==> src/rtl/msrv32_load_request_unit.sv <==
// Data-memory load request unit: issues word-aligned reads on the data bus.
// It waits for hready, then extracts and extends the addressed byte or halfword.
// It stalls the pipeline while the access is outstanding.
// It reports misaligned addresses, illegal load types and bus timeouts as one-cycle pulses.
module msrv32_load_request_unit #(
    parameter int unsigned WAIT_LIMIT = 16
) (
    input  logic        ms_riscv32_mp_clk_in,
    input  logic        ms_riscv32_mp_rst_in,
    input  logic        load_req_in,
    input  logic [31:0] iadder_in,
    input  logic [2:0]  funct3_in,
    output logic [31:0] ms_riscv32_mp_dmaddr_out,
    output logic        ms_riscv32_mp_dmrd_req_out,
    input  logic        ms_riscv32_mp_data_hready_in,
    input  logic [31:0] ms_riscv32_mp_dmdata_in,
    output logic [31:0] load_data_out,
    output logic        load_valid_out,
    output logic        load_busy_out,
    output logic        misaligned_load_out,
    output logic        access_fault_out
);

    typedef enum logic [1:0] {
        IDLE = 2'd0,
        REQ  = 2'd1,
        RESP = 2'd2
    } state_t;

    localparam logic [2:0] F3_LB  = 3'b000;
    localparam logic [2:0] F3_LH  = 3'b001;
    localparam logic [2:0] F3_LW  = 3'b010;
    localparam logic [2:0] F3_LBU = 3'b100;
    localparam logic [2:0] F3_LHU = 3'b101;

    // Counter value at which a still-low hready turns into a timeout fault
    localparam logic [7:0] CNT_LAST = 8'(WAIT_LIMIT - 1);

    state_t      r_state;
    state_t      w_state_next;
    logic [31:0] r_addr;
    logic [31:0] w_addr_next;
    logic [2:0]  r_funct3;
    logic [2:0]  w_funct3_next;
    logic [7:0]  r_count;
    logic [7:0]  w_count_next;
    logic [31:0] r_load_data;
    logic [31:0] w_load_data_next;
    logic        r_misaligned;
    logic        w_misaligned_next;
    logic        r_fault;
    logic        w_fault_next;

    logic        w_illegal;
    logic        w_misaligned;
    logic [7:0]  w_byte_lane [4];
    logic [7:0]  w_byte;
    logic [15:0] w_half;
    logic [31:0] w_extended;

    // Split the bus word into its four byte lanes
    for (genvar gi = 0; gi < 4; gi++) begin : g_byte_lane
        assign w_byte_lane[gi] = ms_riscv32_mp_dmdata_in[8*gi +: 8];
    end

    assign w_byte = w_byte_lane[r_addr[1:0]];
    assign w_half = r_addr[1] ? ms_riscv32_mp_dmdata_in[31:16]
                              : ms_riscv32_mp_dmdata_in[15:0];

    // Classify the incoming request; only meaningful while a request can be accepted
    always_comb begin
        w_illegal    = 1'b0;
        w_misaligned = 1'b0;
        case (funct3_in)
            F3_LB, F3_LBU: w_misaligned = 1'b0;
            F3_LH, F3_LHU: w_misaligned = iadder_in[0];
            F3_LW:         w_misaligned = |iadder_in[1:0];
            default:       w_illegal    = 1'b1;
        endcase
    end

    // Extend the selected lane according to the latched load type
    always_comb begin
        w_extended = ms_riscv32_mp_dmdata_in;
        case (r_funct3)
            F3_LB:   w_extended = {{24{w_byte[7]}}, w_byte};
            F3_LH:   w_extended = {{16{w_half[15]}}, w_half};
            F3_LBU:  w_extended = {24'd0, w_byte};
            F3_LHU:  w_extended = {16'd0, w_half};
            default: w_extended = ms_riscv32_mp_dmdata_in;
        endcase
    end

    // Next-state logic: acceptance in IDLE/RESP, handshake and timeout in REQ
    always_comb begin
        w_state_next      = r_state;
        w_addr_next       = r_addr;
        w_funct3_next     = r_funct3;
        w_count_next      = r_count;
        w_load_data_next  = r_load_data;
        w_misaligned_next = 1'b0;
        w_fault_next      = 1'b0;
        case (r_state)
            REQ: begin
                if (ms_riscv32_mp_data_hready_in) begin
                    w_load_data_next = w_extended;
                    w_state_next     = RESP;
                end else if (r_count == CNT_LAST) begin
                    w_fault_next = 1'b1;
                    w_state_next = IDLE;
                end else begin
                    w_count_next = r_count + 8'd1;
                end
            end
            default: begin
                // IDLE and RESP both accept a new request
                w_state_next = IDLE;
                if (load_req_in) begin
                    if (w_illegal) begin
                        w_fault_next = 1'b1;
                    end else if (w_misaligned) begin
                        w_misaligned_next = 1'b1;
                    end else begin
                        w_addr_next   = iadder_in;
                        w_funct3_next = funct3_in;
                        w_count_next  = 8'd0;
                        w_state_next  = REQ;
                    end
                end
            end
        endcase
    end

    // State and datapath registers; reset clears everything immediately
    always_ff @(posedge ms_riscv32_mp_clk_in or posedge ms_riscv32_mp_rst_in) begin
        if (ms_riscv32_mp_rst_in) begin
            r_state      <= IDLE;
            r_addr       <= 32'd0;
            r_funct3     <= 3'd0;
            r_count      <= 8'd0;
            r_load_data  <= 32'd0;
            r_misaligned <= 1'b0;
            r_fault      <= 1'b0;
        end else begin
            r_state      <= w_state_next;
            r_addr       <= w_addr_next;
            r_funct3     <= w_funct3_next;
            r_count      <= w_count_next;
            r_load_data  <= w_load_data_next;
            r_misaligned <= w_misaligned_next;
            r_fault      <= w_fault_next;
        end
    end

    // All outputs are decodes of registered state, so no input reaches them combinationally
    assign ms_riscv32_mp_dmaddr_out   = {r_addr[31:2], 2'b00};
    assign ms_riscv32_mp_dmrd_req_out = (r_state == REQ);
    assign load_busy_out              = (r_state == REQ);
    assign load_valid_out             = (r_state == RESP);
    assign load_data_out              = r_load_data;
    assign misaligned_load_out        = r_misaligned;
    assign access_fault_out           = r_fault;

endmodule

==> config.mk <==
export PLATFORM = sky130hd
export DESIGN_NAME = msrv32_load_request_unit
export DESIGN_NICKNAME = d
export VERILOG_FILES = /design/src/rtl/msrv32_load_request_unit.sv
export SDC_FILE = /design/constraint.sdc
export NUM_CORES = 1
export LEC_CHECK = 0
export ABC_AREA = 1
export CAP_MARGIN = 10
export CORE_MARGIN = 5
export CORE_UTILIZATION = 47
export DETAILED_ROUTE_END_ITERATION = 12
export PLACE_DENSITY = 0.88
export SYNTH_ARGS = -nofsm -noshare
export SYNTH_HDL_FRONTEND = slang
export SYNTH_SLANG_ARGS = --single-unit
==> constraint.sdc <==
create_clock -name ms_riscv32_mp_clk_in -period 3.3 [get_ports ms_riscv32_mp_clk_in]
set_input_delay 0.66 -clock ms_riscv32_mp_clk_in [delete_from_list [all_inputs] [get_ports ms_riscv32_mp_clk_in]]
set_output_delay 0.66 -clock ms_riscv32_mp_clk_in [all_outputs]
set_load 0.02 [all_outputs]
==> results of run 1 <==
[area by class of cell]
type	instances	area [um^2]	share of cell area, %
clock buffers	10	137.6	2.377
flip-flops and latches	79	1977	34.15
multi-input cells	407	1823	31.49
well taps	129	161.4	2.788
repair buffers	142	1421	24.55
clock inverters	6	50.05	0.8645
inverters	58	219.0	3.782
[worst register-to-register path, delay by kind of cell, from the launching register on]
family                 cells  cell delay [ns]
and+or+nand+nor            6             1.38
buffers and inverters      1             0.39
DFF                        1             0.41
[sequential cells by signal (all words and copies together), names as in the netlist]
register             count
r_addr                  32
misaligned_load_out      1
r_funct3                 3
load_data_out           32
access_fault_out         1
r_state                  2
r_count                  8
[routing by layer]
layer | vias up | GRT usage, % | part of all wire, %
met5 | - | 0 | 0
met4 | 0 | 8.493 | 2.1
met3 | 25 | 5.479 | 8.9
met2 | 189 | 35.52 | 48
met1 | 1974 | 28.21 | 41
li1 | 2035 | - | -
[report_power, final]
group | switching, mW | internal [mW]
Combinational | 1.07 | 0.868
Sequential | 0.226 | 1.29
Clock | 0.394 | 0.303
[stage by stage]
stage / setup slack, ns / hold WS (ns)
after global placement: 0.4555 / 0.4535
after floorplan: 0.6166 / 0.4431
after detailed placement: 0.3655 / 0.4582
after CTS: 0.7365 / 0.4805
after global routing: 0.4575 / 0.4984
final: 0.7330 / 0.4770
[how the worst max path moves through the flow]
stage                                   to  slack (ns)
final                           r_addr[31]        0.73
after global routing           r_funct3[2]        0.46
after CTS                      r_funct3[2]        0.74
after detailed placement       r_funct3[2]        0.37
after global placement          r_addr[16]        0.46
after floorplan           access_fault_out        0.62
[cell usage after synthesis (all sizes together)]
cell and n:
nand2 228, dfrtp 79, nand3 77, inv 58
buf 51, a21oi 29, nor2 25, o21ai 16
or2 16, clkbuf 11, o211ai 7, nor3 3
nand4 2, conb 1, ha 1, nor3b 1
[cell families (layout without fill, tap and decap cells)]
group           count (synthesis)  count (layout)  synth area share, %
fa+ha+maj                       1               1               0.2815
other cells                     1               2              0.08438
simple gates                  352             352                33.98
compound gates                 52              52                6.588
buf+inv                       120             216                14.58
flops                          79              79                44.48
[cells in the final DEF (no fill, tap or decap), types with 10 or more instances in the layout]
master / n
nand2_1: 220
nand3_1: 77
dfrtp_1: 79
inv_1: 50
o21ai_0: 15
a21oi_1: 27
clkdlybuf4s50_1: 137
clkbuf_8: 10
or2_1: 12
nor2_1: 23
==> tab_implementation.tex, run 1 <==
\begin{tabular}{lr}
\hline
Metric & Value \\
\hline
\multicolumn{2}{l}{\textbf{Run status}} \\
\quad Run status & complete, no violations \\
\multicolumn{2}{l}{\textbf{CTS}} \\
\quad Max clock buf depth & 2 \\
\quad Clock root buffer & clkbuf\_8 \\
\quad \# H-tree levels & 3 \\
\quad Number of buffers inserted by post-CTS setup repair & 0 \\
\quad CTS tree & yes \\
\quad Number of sinks on the clock net & 79 \\
\quad Post-CTS clock slew at the launch and capture registers of the worst setup and hold paths & 0.09 ns \\
\quad Number of instances resized during post-cts repair & 0 \\
\quad TritonCTS Buffers & 9 \\
\quad Insertion delay to the later sink of the worst-skew pair & 0.36 ns \\
\quad Cts hold-fix bufs & 0 \\
\multicolumn{2}{l}{\textbf{Route}} \\
\quad Routed via count & 4223 \\
\quad Remaining DRCs & 0 \\
\quad First DRT Iteration DRCs & 238 \\
\quad Remaining number of nets flagged by the antenna check after routing & 0 \\
\quad Detailed Route WL & 12270 um \\
\quad Avg Vias per Cell & 5.082 \\
\quad DR WL/cell & 14.76 um \\
\quad First drt pass iteration count & 4 \\
\multicolumn{2}{l}{\textbf{Global route}} \\
\quad Vias in the first global route & 4277 \\
\quad Initial antenna violation count & 0 \\
\quad Wire length of the first global-routing pass & 20250 um \\
\quad Pin count of the biggest net entering global routing & 42 \\
\quad Global router's overall resource usage & 21.94\% \\
\quad GRT Residual Overflow & 0 \\
\multicolumn{2}{l}{\textbf{STA}} \\
\quad Final slew viol count & 0 \\
\quad Fin crit share & 77.79\% \\
\quad Fmax & 389.6 MHz \\
\quad Tmin final & 2.567 ns \\
\quad Slew @ Worst Pin & 0.7016 ns \\
\quad Setup\_tns & 0 ns \\
\quad Count of final setup violators & 0 \\
\quad Worst clock skew & 0.01682 ns \\
\quad Final-report hold violation count & 0 \\
\quad Worst slew slack as a fraction of its limit & 53.17\% \\
\quad RSZ-0062 raised after global routing & false \\
\multicolumn{2}{l}{\textbf{Critical path}} \\
\quad Critical-path cell list & clkdlybuf4s50\_1, inv\_1, a21oi\_2, nor2\_4, nand2\_1, buf\_4, nand2\_1, nand2\_1 \\
\quad CP max-delay cell & nor2\_4 \\
\quad Stages on worst setup path & 8 \\
\quad Bufs and invs on worst path & 3 \\
\quad Largest fanout on the critical path & 33 \\
\quad Critical path startpoint category & input pin \\
\quad Worst reg2reg path endpoint & r\_addr[31] \\
\quad Delay of the slowest critical-path stage & 0.49 ns \\
\quad Category of cells accounting for the largest share of critical-path delay & simple AND/OR/NAND/NOR gates \\
\quad Worst reg2reg path startpoint & r\_state[0] \\
\quad Setup crit start & funct3\_in[2] \\
\quad Cell occurring most often along the worst timing path & nand2\_1 \\
\quad Worst setup path class & input pin to flip-flop \\
\quad Arrival @ worst endpoint & 2.81 ns \\
\quad WP data required & 3.55 ns \\
\quad Worst-case register-to-register setup slack & 1.01 ns \\
\quad Number of cells traversed by the worst register-to-register path & 7 \\
\quad Endpoint type of the worst setup path & flip-flop \\
\multicolumn{2}{l}{\textbf{Min path}} \\
\quad Number of stages on the worst hold path & 2 \\
\quad Hold WC Path Type & flip-flop to flip-flop \\
\quad Worst Hold Endpoint & r\_addr[5] \\
\quad Hold Startpoint & r\_addr[5] \\
\multicolumn{2}{l}{\textbf{Floorplan}} \\
\quad Area enclosed by the die boundary & 11500 um\^{}2 \\
\quad Io pins & 140 \\
\quad Row count & 35 \\
\quad Height of the chip & 107.2 um \\
\quad Horiz. Die Dim & 107.2 um \\
\quad Core box area & 9240 um\^{}2 \\
\quad Starting density of the core & 48.10\% \\
\multicolumn{2}{l}{\textbf{Place}} \\
\quad Post-detailed-placement cell area & 5602 um\^{}2 \\
\quad Placed Cells & 815 \\
\quad Placer Congestion & 0.9188 \\
\quad HPWL after detailed placement & 8999 um \\
\quad Total of buffers placed on input and output ports & 137 \\
\multicolumn{2}{l}{\textbf{Yosys}} \\
\quad Area share of the largest cell type after synthesis & 44.48\% \\
\quad Synthesis-stage register bit count & 79 \\
\quad Post-synthesis instance total & 605 \\
\quad Largest area contributor in the synthesized netlist & dfrtp\_1 \\
\quad Top post-synthesis cells by area & dfrtp\_1 44\%, nand2\_1 19\%, nand3\_1 8.7\% \\
\quad Sequential cell area fraction in the yosys report & 44.48\% \\
\quad Number of warnings reported in the yosys synthesis log & 0 \\
\quad Synthesized area per cell & 7.346 um\^{}2 \\
\quad Post-synth design cell area & 4444 um\^{}2 \\
\quad Distinct cells, synth & 27 \\
\multicolumn{2}{l}{\textbf{Final layout}} \\
\quad Synth-to-Final Area Change & 30.26\% \\
\quad Final Cell Area & 5789 um\^{}2 \\
\quad Final cell utilization of the core & 62.65\% \\
\quad Final Non-Filler Cells & 831 \\
\quad Diodes inserted & 0 \\
\quad Filler cell count in the final layout & 819 \\
\quad Net total in the final layout & 769 \\
\quad Share of layout cells above drive strength 1 & 6.410\% \\
\multicolumn{2}{l}{\textbf{Power}} \\
\quad P per Cell Area & 717.7 nW/um\^{}2 \\
\quad Maximum vdd ir drop & 0.0002730 V \\
\quad Cell leakage power & 2.889 nW \\
\quad Post-layout power & 4.155 mW \\
\multicolumn{2}{l}{\textbf{Job}} \\
\quad Max-capacitance violation count & 0 \\
\hline
\end{tabular}
Power figures use the tool's default switching activity.
==> inputs of run 2 (changes only) <==
--- a/config.mk
+++ b/config.mk
@@ -8,9 +8,9 @@
 export ABC_AREA = 1
 export CAP_MARGIN = 10
 export CORE_MARGIN = 5
-export CORE_UTILIZATION = 47
+export CORE_UTILIZATION = 43
 export DETAILED_ROUTE_END_ITERATION = 12
-export PLACE_DENSITY = 0.88
+export PLACE_DENSITY = 0.85
 export SYNTH_ARGS = -nofsm -noshare
 export SYNTH_HDL_FRONTEND = slang
 export SYNTH_SLANG_ARGS = --single-unit
==> constraint.sdc (replaced) <==
create_clock -name ms_riscv32_mp_clk_in -period 2.3 [get_ports ms_riscv32_mp_clk_in]
set_input_delay 0.46 -clock ms_riscv32_mp_clk_in [delete_from_list [all_inputs] [get_ports ms_riscv32_mp_clk_in]]
set_output_delay 0.46 -clock ms_riscv32_mp_clk_in [all_outputs]
set_load 0.02 [all_outputs]
==> tab_implementation.tex, run 2 (synthesis results as in run 1) <==
\begin{tabular}{lr}
\hline
Metric & Value \\
\hline
\multicolumn{2}{l}{\textbf{Final layout}} \\
\quad Net total in the final layout & 773 (+0.52\%) \\
\quad Final Non-Filler Cells & 842 (+1.3\%) \\
\quad Final cell utilization of the core & 57.83\% (-4.8 points) \\
\quad Synth-to-Final Area Change & 32.52\% \\
\quad Diodes inserted & 0 (unchanged) \\
\quad Commonest cells after routing, fill and taps aside & 220 x nand2\_1, 137 x clkdlybuf4s50\_1, 79 x dfrtp\_1 \\
\quad Share of layout cells above drive strength 1 & 6.799\% (+0.39 points) \\
\quad Most frequent standard cell in the layout excluding fill and tap cells & nand2\_1 \\
\multicolumn{2}{l}{\textbf{STA}} \\
\quad Final slew viol count & 0 (unchanged) \\
\quad Final-report hold violation count & 0 (unchanged) \\
\quad Fmax & 477.4 MHz \\
\quad RSZ-0062 raised after global routing & false \\
\quad Count of final setup violators & 0 (unchanged) \\
\quad Fin crit share & 91.08\% \\
\quad Setup\_tns & 0 ns (unchanged) \\
\quad Worst clock skew & 0.01548 ns (-0.001339 ns) \\
\quad Worst slew slack as a fraction of its limit & 66.43\% (+13 points) \\
\quad Post-Route Hold Slack & 0.4781 ns (+0.001119 ns) \\
\quad Tmin final & 2.095 ns \\
\quad Slew @ Worst Pin & 0.5028 ns (-0.1988 ns) \\
\multicolumn{2}{l}{\textbf{Global route}} \\
\quad Vias in the first global route & 4082 (-4.6\%) \\
\quad GRT Residual Overflow & 0 (unchanged) \\
\quad Pin count of the biggest net entering global routing & 80 (+90\%) \\
\quad Initial antenna violation count & 0 (unchanged) \\
\quad Wire length of the first global-routing pass & 19810 um (-2.2\%) \\
\quad Global router's overall resource usage & 19.34\% (-2.6 points) \\
\multicolumn{2}{l}{\textbf{Floorplan}} \\
\quad Height of the chip & 111.7 um (+4.1\%) \\
\quad Core box area & 10180 um\^{}2 (+10\%) \\
\quad Starting density of the core & 43.64\% (-4.5 points) \\
\quad Io pins & 140 (unchanged) \\
\quad Horiz. Die Dim & 111.7 um (+4.1\%) \\
\quad Area enclosed by the die boundary & 12470 um\^{}2 (+8.4\%) \\
\quad Row count & 37 (+5.7\%) \\
\multicolumn{2}{l}{\textbf{Critical path}} \\
\quad Delay of the slowest critical-path stage & 0.62 ns (+0.13 ns) \\
\quad Worst reg2reg path endpoint & load\_data\_out[22] \\
\quad Cell occurring most often along the worst timing path & inv\_2 \\
\quad WP data required & 1.84 ns (-1.71 ns) \\
\quad Number of cells traversed by the worst register-to-register path & 7 (unchanged) \\
\quad Endpoint type of the worst setup path & output pin \\
\quad Worst setup path class & flip-flop to output pin \\
\quad CP max-delay cell & clkdlybuf4s50\_1 \\
\quad Worst reg2reg path startpoint & r\_addr[1] \\
\quad Category of cells accounting for the largest share of critical-path delay & buffers and inverters \\
\quad Critical-path cell list & inv\_2, nand2\_4, inv\_2, clkdlybuf4s50\_1 \\
\quad Bufs and invs on worst path & 3 (unchanged) \\
\quad Arrival @ worst endpoint & 1.63 ns (-1.18 ns) \\
\quad Critical path startpoint category & flip-flop \\
\quad Worst-case register-to-register setup slack & 0.57 ns (-0.44 ns) \\
\quad Largest fanout on the critical path & 9 (-73\%) \\
\multicolumn{2}{l}{\textbf{CTS}} \\
\quad \# H-tree levels & 3 (unchanged) \\
\quad Max clock buf depth & 2 (unchanged) \\
\quad TritonCTS Buffers & 9 (unchanged) \\
\quad Number of buffers inserted by post-CTS setup repair & 0 (unchanged) \\
\quad Clock root buffer & clkbuf\_8 \\
\quad Number of sinks on the clock net & 79 (unchanged) \\
\quad Insertion delay to the later sink of the worst-skew pair & 0.36 ns (about the same) \\
\quad Post-CTS clock slew at the launch and capture registers of the worst setup and hold paths & 0.09 ns (about the same) \\
\quad Cts hold-fix bufs & 0 (unchanged) \\
\quad Number of instances resized during post-cts repair & 0 (unchanged) \\
\quad CTS tree & yes \\
\multicolumn{2}{l}{\textbf{Place}} \\
\quad HPWL after detailed placement & 8899 um (-1.1\%) \\
\quad Placed Cells & 826 (+1.3\%) \\
\quad Total of buffers placed on input and output ports & 137 (unchanged) \\
\quad Placer Congestion & 0.8738 (-4.9\%) \\
\multicolumn{2}{l}{\textbf{Min path}} \\
\quad Hold WC Path Type & flip-flop to flip-flop \\
\quad Number of stages on the worst hold path & 2 (unchanged) \\
\quad Worst Hold Endpoint & r\_addr[8] \\
\quad Hold Startpoint & r\_addr[8] \\
\multicolumn{2}{l}{\textbf{Route}} \\
\quad First DRT Iteration DRCs & 238 (unchanged) \\
\quad First drt pass iteration count & 4 (unchanged) \\
\quad Remaining DRCs & 0 (unchanged) \\
\quad Avg Vias per Cell & 4.945 (-2.7\%) \\
\quad DR WL/cell & 14.31 um (-3.1\%) \\
\quad Remaining number of nets flagged by the antenna check after routing & 0 (unchanged) \\
\quad Routed via count & 4164 (-1.4\%) \\
\quad Detailed Route WL & 12050 um (-1.8\%) \\
\multicolumn{2}{l}{\textbf{Run status}} \\
\quad Run status & complete, no violations \\
\multicolumn{2}{l}{\textbf{Power}} \\
\quad Cell leakage power & 2.933 nW (+1.5\%) \\
\quad P per Cell Area & 1041 nW/um\^{}2 (+45\%) \\
\quad Maximum vdd ir drop & 0.0005219 V (+91\%) \\
\multicolumn{2}{l}{\textbf{Job}} \\
\quad Max-capacitance violation count & 0 (unchanged) \\
\hline
\end{tabular}
## run 2: worst max path at each step
stage	slack, ns	to	from	cells after the start
final	0.21	load_busy_out	r_state[1]	4
after global routing	0.14	load_busy_out	r_state[1]	4
after global placement	0.32	load_data_out[29]	ms_riscv32_mp_data_hready_in	6
after CTS	0.19	load_busy_out	r_state[1]	4
after floorplan	0.94	access_fault_out	ms_riscv32_mp_rst_in	1
after detailed placement	0.26	load_data_out[28]	ms_riscv32_mp_data_hready_in	6
## run 2: metrics by stage
stage               setup WS, ns  total power, mW  instance area, um^2
global placement          0.3248            4.936                 5668
finish                    0.2051            6.131                 5889
detailed placement        0.2623            5.006                 5668
floorplan                 0.9441            3.928                 4452
CTS                       0.1890            6.185                 5889
global route              0.1421            6.542                 5889
## run 2: routing by layer
| layer | part of all wire (%) | global-route usage (%) | vias up |
|---|---|---|---|
| li1 | - | - | 2050 |
| met5 | 0 | 0 | - |
| met3 | 6.1 | 4.728 | 28 |
| met2 | 48 | 31.77 | 145 |
| met1 | 44 | 24.49 | 1941 |
| met4 | 2.5 | 7.786 | 0 |
## run 2: report_power, final
part	switching, mW	leakage, nW	internal (mW)	total (mW)
Combinational	1.53	1.85	1.27	2.80
Sequential	0.325	0.978	1.85	2.18
Clock	0.539	0.107	0.619	1.16
Total	2.39	2.93	3.74	6.13
## run 2: layout make-up
type                       instances  area (um^2)
timing repair buffer             146         1476
sequential                        79         1977
fill                             964         4295
clock inverter                     6        93.84
clock buffer                      10        127.6
multi-input combinational        407         1823
tap                              136        170.2
inverter                          58        221.5
## run 2: tightest hold or removal path: stages, from the launching register on
cell     delay [ns]
dfrtp_1        0.35
nand2_1        0.05
nand2_1        0.04
==> inputs of run 3 (changes only) <==
==> constraint.sdc (replaced) <==
create_clock -name ms_riscv32_mp_clk_in -period 1.8 [get_ports ms_riscv32_mp_clk_in]
set_input_delay 0.36 -clock ms_riscv32_mp_clk_in [delete_from_list [all_inputs] [get_ports ms_riscv32_mp_clk_in]]
set_output_delay 0.36 -clock ms_riscv32_mp_clk_in [all_outputs]
set_load 0.02 [all_outputs]
==> tab_implementation.tex, run 3 (synthesis results as in run 1) <==
\begin{tabular}{lr}
\hline
Metric & Value \\
\hline
\multicolumn{2}{l}{\textbf{Route}} \\
\quad Avg Vias per Cell & 4.882 (-1.3\%) \\
\quad DR WL/cell & 14.17 um (-0.94\%) \\
\quad Routed via count & 4155 (-0.22\%) \\
\quad Remaining number of nets flagged by the antenna check after routing & 0 (unchanged) \\
\quad First drt pass iteration count & 5 (+1) \\
\quad Detailed Route WL & 12060 um (+0.12\%) \\
\quad Remaining DRCs & 0 (unchanged) \\
\quad First DRT Iteration DRCs & 210 (-12\%) \\
\multicolumn{2}{l}{\textbf{Global route}} \\
\quad Vias in the first global route & 4181 (+2.4\%) \\
\quad Global router's overall resource usage & 19.64\% (+0.30 points) \\
\quad Initial antenna violation count & 0 (unchanged) \\
\quad Pin count of the biggest net entering global routing & 42 (-48\%) \\
\quad GRT Residual Overflow & 0 (unchanged) \\
\quad Wire length of the first global-routing pass & 20170 um (+1.8\%) \\
\multicolumn{2}{l}{\textbf{Final layout}} \\
\quad Sequential cell area in the final layout & 1977 um\^{}2 (unchanged) \\
\quad Diodes inserted & 0 (unchanged) \\
\quad Synth-to-Final Area Change & 33.78\% \\
\quad Net total in the final layout & 782 (+1.2\%) \\
\quad Most frequent standard cell in the layout excluding fill and tap cells & nand2\_1 \\
\quad Multi-input combinational cell area & 1823 um\^{}2 (unchanged) \\
\quad Filler cell count in the final layout & 951 (-1.3\%) \\
\quad Commonest cells after routing, fill and taps aside & 220 x nand2\_1, 134 x clkdlybuf4s50\_1, 79 x dfrtp\_1 \\
\quad Final cell utilization of the core & 58.38\% (+0.55 points) \\
\quad Share of layout cells above drive strength 1 & 8.112\% (+1.3 points) \\
\multicolumn{2}{l}{\textbf{STA}} \\
\quad Fmax & 577.7 MHz \\
\quad Worst clock skew & 0.009831 ns (-0.005646 ns) \\
\quad Fin crit share & 96.16\% \\
\quad Final-report hold violation count & 0 (unchanged) \\
\quad Count of final setup violators & 0 (unchanged) \\
\quad Setup\_tns & 0 ns (unchanged) \\
\quad RSZ-0062 raised after global routing & false \\
\quad Final slew viol count & 0 (unchanged) \\
\quad Tmin final & 1.731 ns \\
\multicolumn{2}{l}{\textbf{CTS}} \\
\quad Post-CTS clock slew at the launch and capture registers of the worst setup and hold paths & 0.09 ns (about the same) \\
\quad Number of sinks on the clock net & 79 (unchanged) \\
\quad Insertion delay to the later sink of the worst-skew pair & 0.36 ns (about the same) \\
\quad Max clock buf depth & 2 (unchanged) \\
\quad \# H-tree levels & 3 (unchanged) \\
\quad Clock root buffer & clkbuf\_8 \\
\quad Cts hold-fix bufs & 0 (unchanged) \\
\quad CTS tree & yes \\
\quad TritonCTS Buffers & 9 (unchanged) \\
\multicolumn{2}{l}{\textbf{Critical path}} \\
\quad Number of cells traversed by the worst register-to-register path & 8 (+1) \\
\quad Largest fanout on the critical path & 2 (-7) \\
\quad Endpoint type of the worst setup path & output pin \\
\quad Setup crit start & load\_data\_out[31] \\
\quad Worst setup path class & flip-flop to output pin \\
\quad Worst-case register-to-register setup slack & 0.21 ns (-0.36 ns) \\
\quad Worst reg2reg path endpoint & r\_count[5] \\
\quad Stages on worst setup path & 1 (-3) \\
\quad Category of cells accounting for the largest share of critical-path delay & buffers and inverters \\
\quad WP data required & 1.44 ns (-0.40 ns) \\
\quad Critical-path cell list & clkdlybuf4s50\_1 \\
\quad Critical path destination & load\_data\_out[31] \\
\quad Bufs and invs on worst path & 1 (-2) \\
\quad Delay of the slowest critical-path stage & 0.62 ns (about the same) \\
\quad Worst reg2reg path startpoint & r\_count[0] \\
\quad Critical path startpoint category & flip-flop \\
\quad Arrival @ worst endpoint & 1.37 ns (-0.26 ns) \\
\quad CP max-delay cell & clkdlybuf4s50\_1 \\
\multicolumn{2}{l}{\textbf{Place}} \\
\quad HPWL after detailed placement & 9103 um (+2.3\%) \\
\quad Total of buffers placed on input and output ports & 137 (unchanged) \\
\quad Placer Congestion & 0.8915 (+2.0\%) \\
\multicolumn{2}{l}{\textbf{Floorplan}} \\
\quad Horiz. Die Dim & 111.7 um (unchanged) \\
\quad Starting density of the core & 43.64\% (unchanged) \\
\quad Height of the chip & 111.7 um (unchanged) \\
\quad Area enclosed by the die boundary & 12470 um\^{}2 (unchanged) \\
\quad Io pins & 140 (unchanged) \\
\quad Core box area & 10180 um\^{}2 (unchanged) \\
\quad Row count & 37 (unchanged) \\
\multicolumn{2}{l}{\textbf{Job}} \\
\quad Max-capacitance violation count & 0 (unchanged) \\
\multicolumn{2}{l}{\textbf{Power}} \\
\quad Cell leakage power & 2.985 nW (+1.8\%) \\
\quad Maximum vdd ir drop & 0.0006582 V (+26\%) \\
\quad P per Cell Area & 1291 nW/um\^{}2 (+24\%) \\
\quad Post-layout power & 7.674 mW (+25\%) \\
\multicolumn{2}{l}{\textbf{Run status}} \\
\quad Run status & complete, no violations \\
\multicolumn{2}{l}{\textbf{Min path}} \\
\quad Hold WC Path Type & input pin to asynchronous set/reset pin \\
\hline
\end{tabular}
run 3: how the worst min path moves through the flow:
stage / from / endpoint / depth (start not counted)
after global routing: ms_riscv32_mp_rst_in / r_addr[10] / 3
after global placement: r_addr[28] / r_addr[28] / 2
after floorplan: r_addr[10] / r_addr[10] / 2
final: ms_riscv32_mp_rst_in / r_addr[15] / 3
after CTS: ms_riscv32_mp_rst_in / r_addr[10] / 3
after detailed placement: r_addr[30] / r_addr[30] / 2
run 3: metrics by stage:
stage / worst slack (ns) / area [um^2] / std cells / hold slack, ns
floorplan: 0.4880 / 4452 / 606 / 0.4431
global placement: 0.03410 / 5773 / 835 / 0.4565
detailed placement: -0.02230 / 5773 / 835 / 0.4648
CTS: 0.04233 / 5946 / 851 / 0.4367
global route: 0.01342 / 5946 / 851 / 0.4615
finish: 0.06914 / 5946 / 851 / 0.4469
run 3: area by class of cell:
cell class,count,share of cell area [%]
sequential,79,33.25
multi-input combinational,407,30.66
timing repair buffer,155,26.54
inverter,58,3.725
tap,136,2.862
clock buffer,9,2.083
clock inverter,7,0.8838
run 3: routing by layer:
layer / wire length (um) / part of all wire (%) / GRT usage, %
met5: 0 / 0 / 0
met4: 178 / 1.5 / 5.272
met3: 820 / 6.8 / 4.565
met2: 5799 / 48 / 32.57
met1: 5264 / 44 / 25.90
run 3: report_power, final:
part	switching, mW	leakage (nW)	internal [mW]	total [mW]
registers	0.394	0.978	2.36	2.76
clock network	0.711	0.0908	0.515	1.23
logic	2.00	1.92	1.69	3.69
run 3: what timing repair did:
item                       4_1_cts  5_1_grt
resized for setup                3        0
buffers inserted                 0        0
setup endpoints to repair        3        0
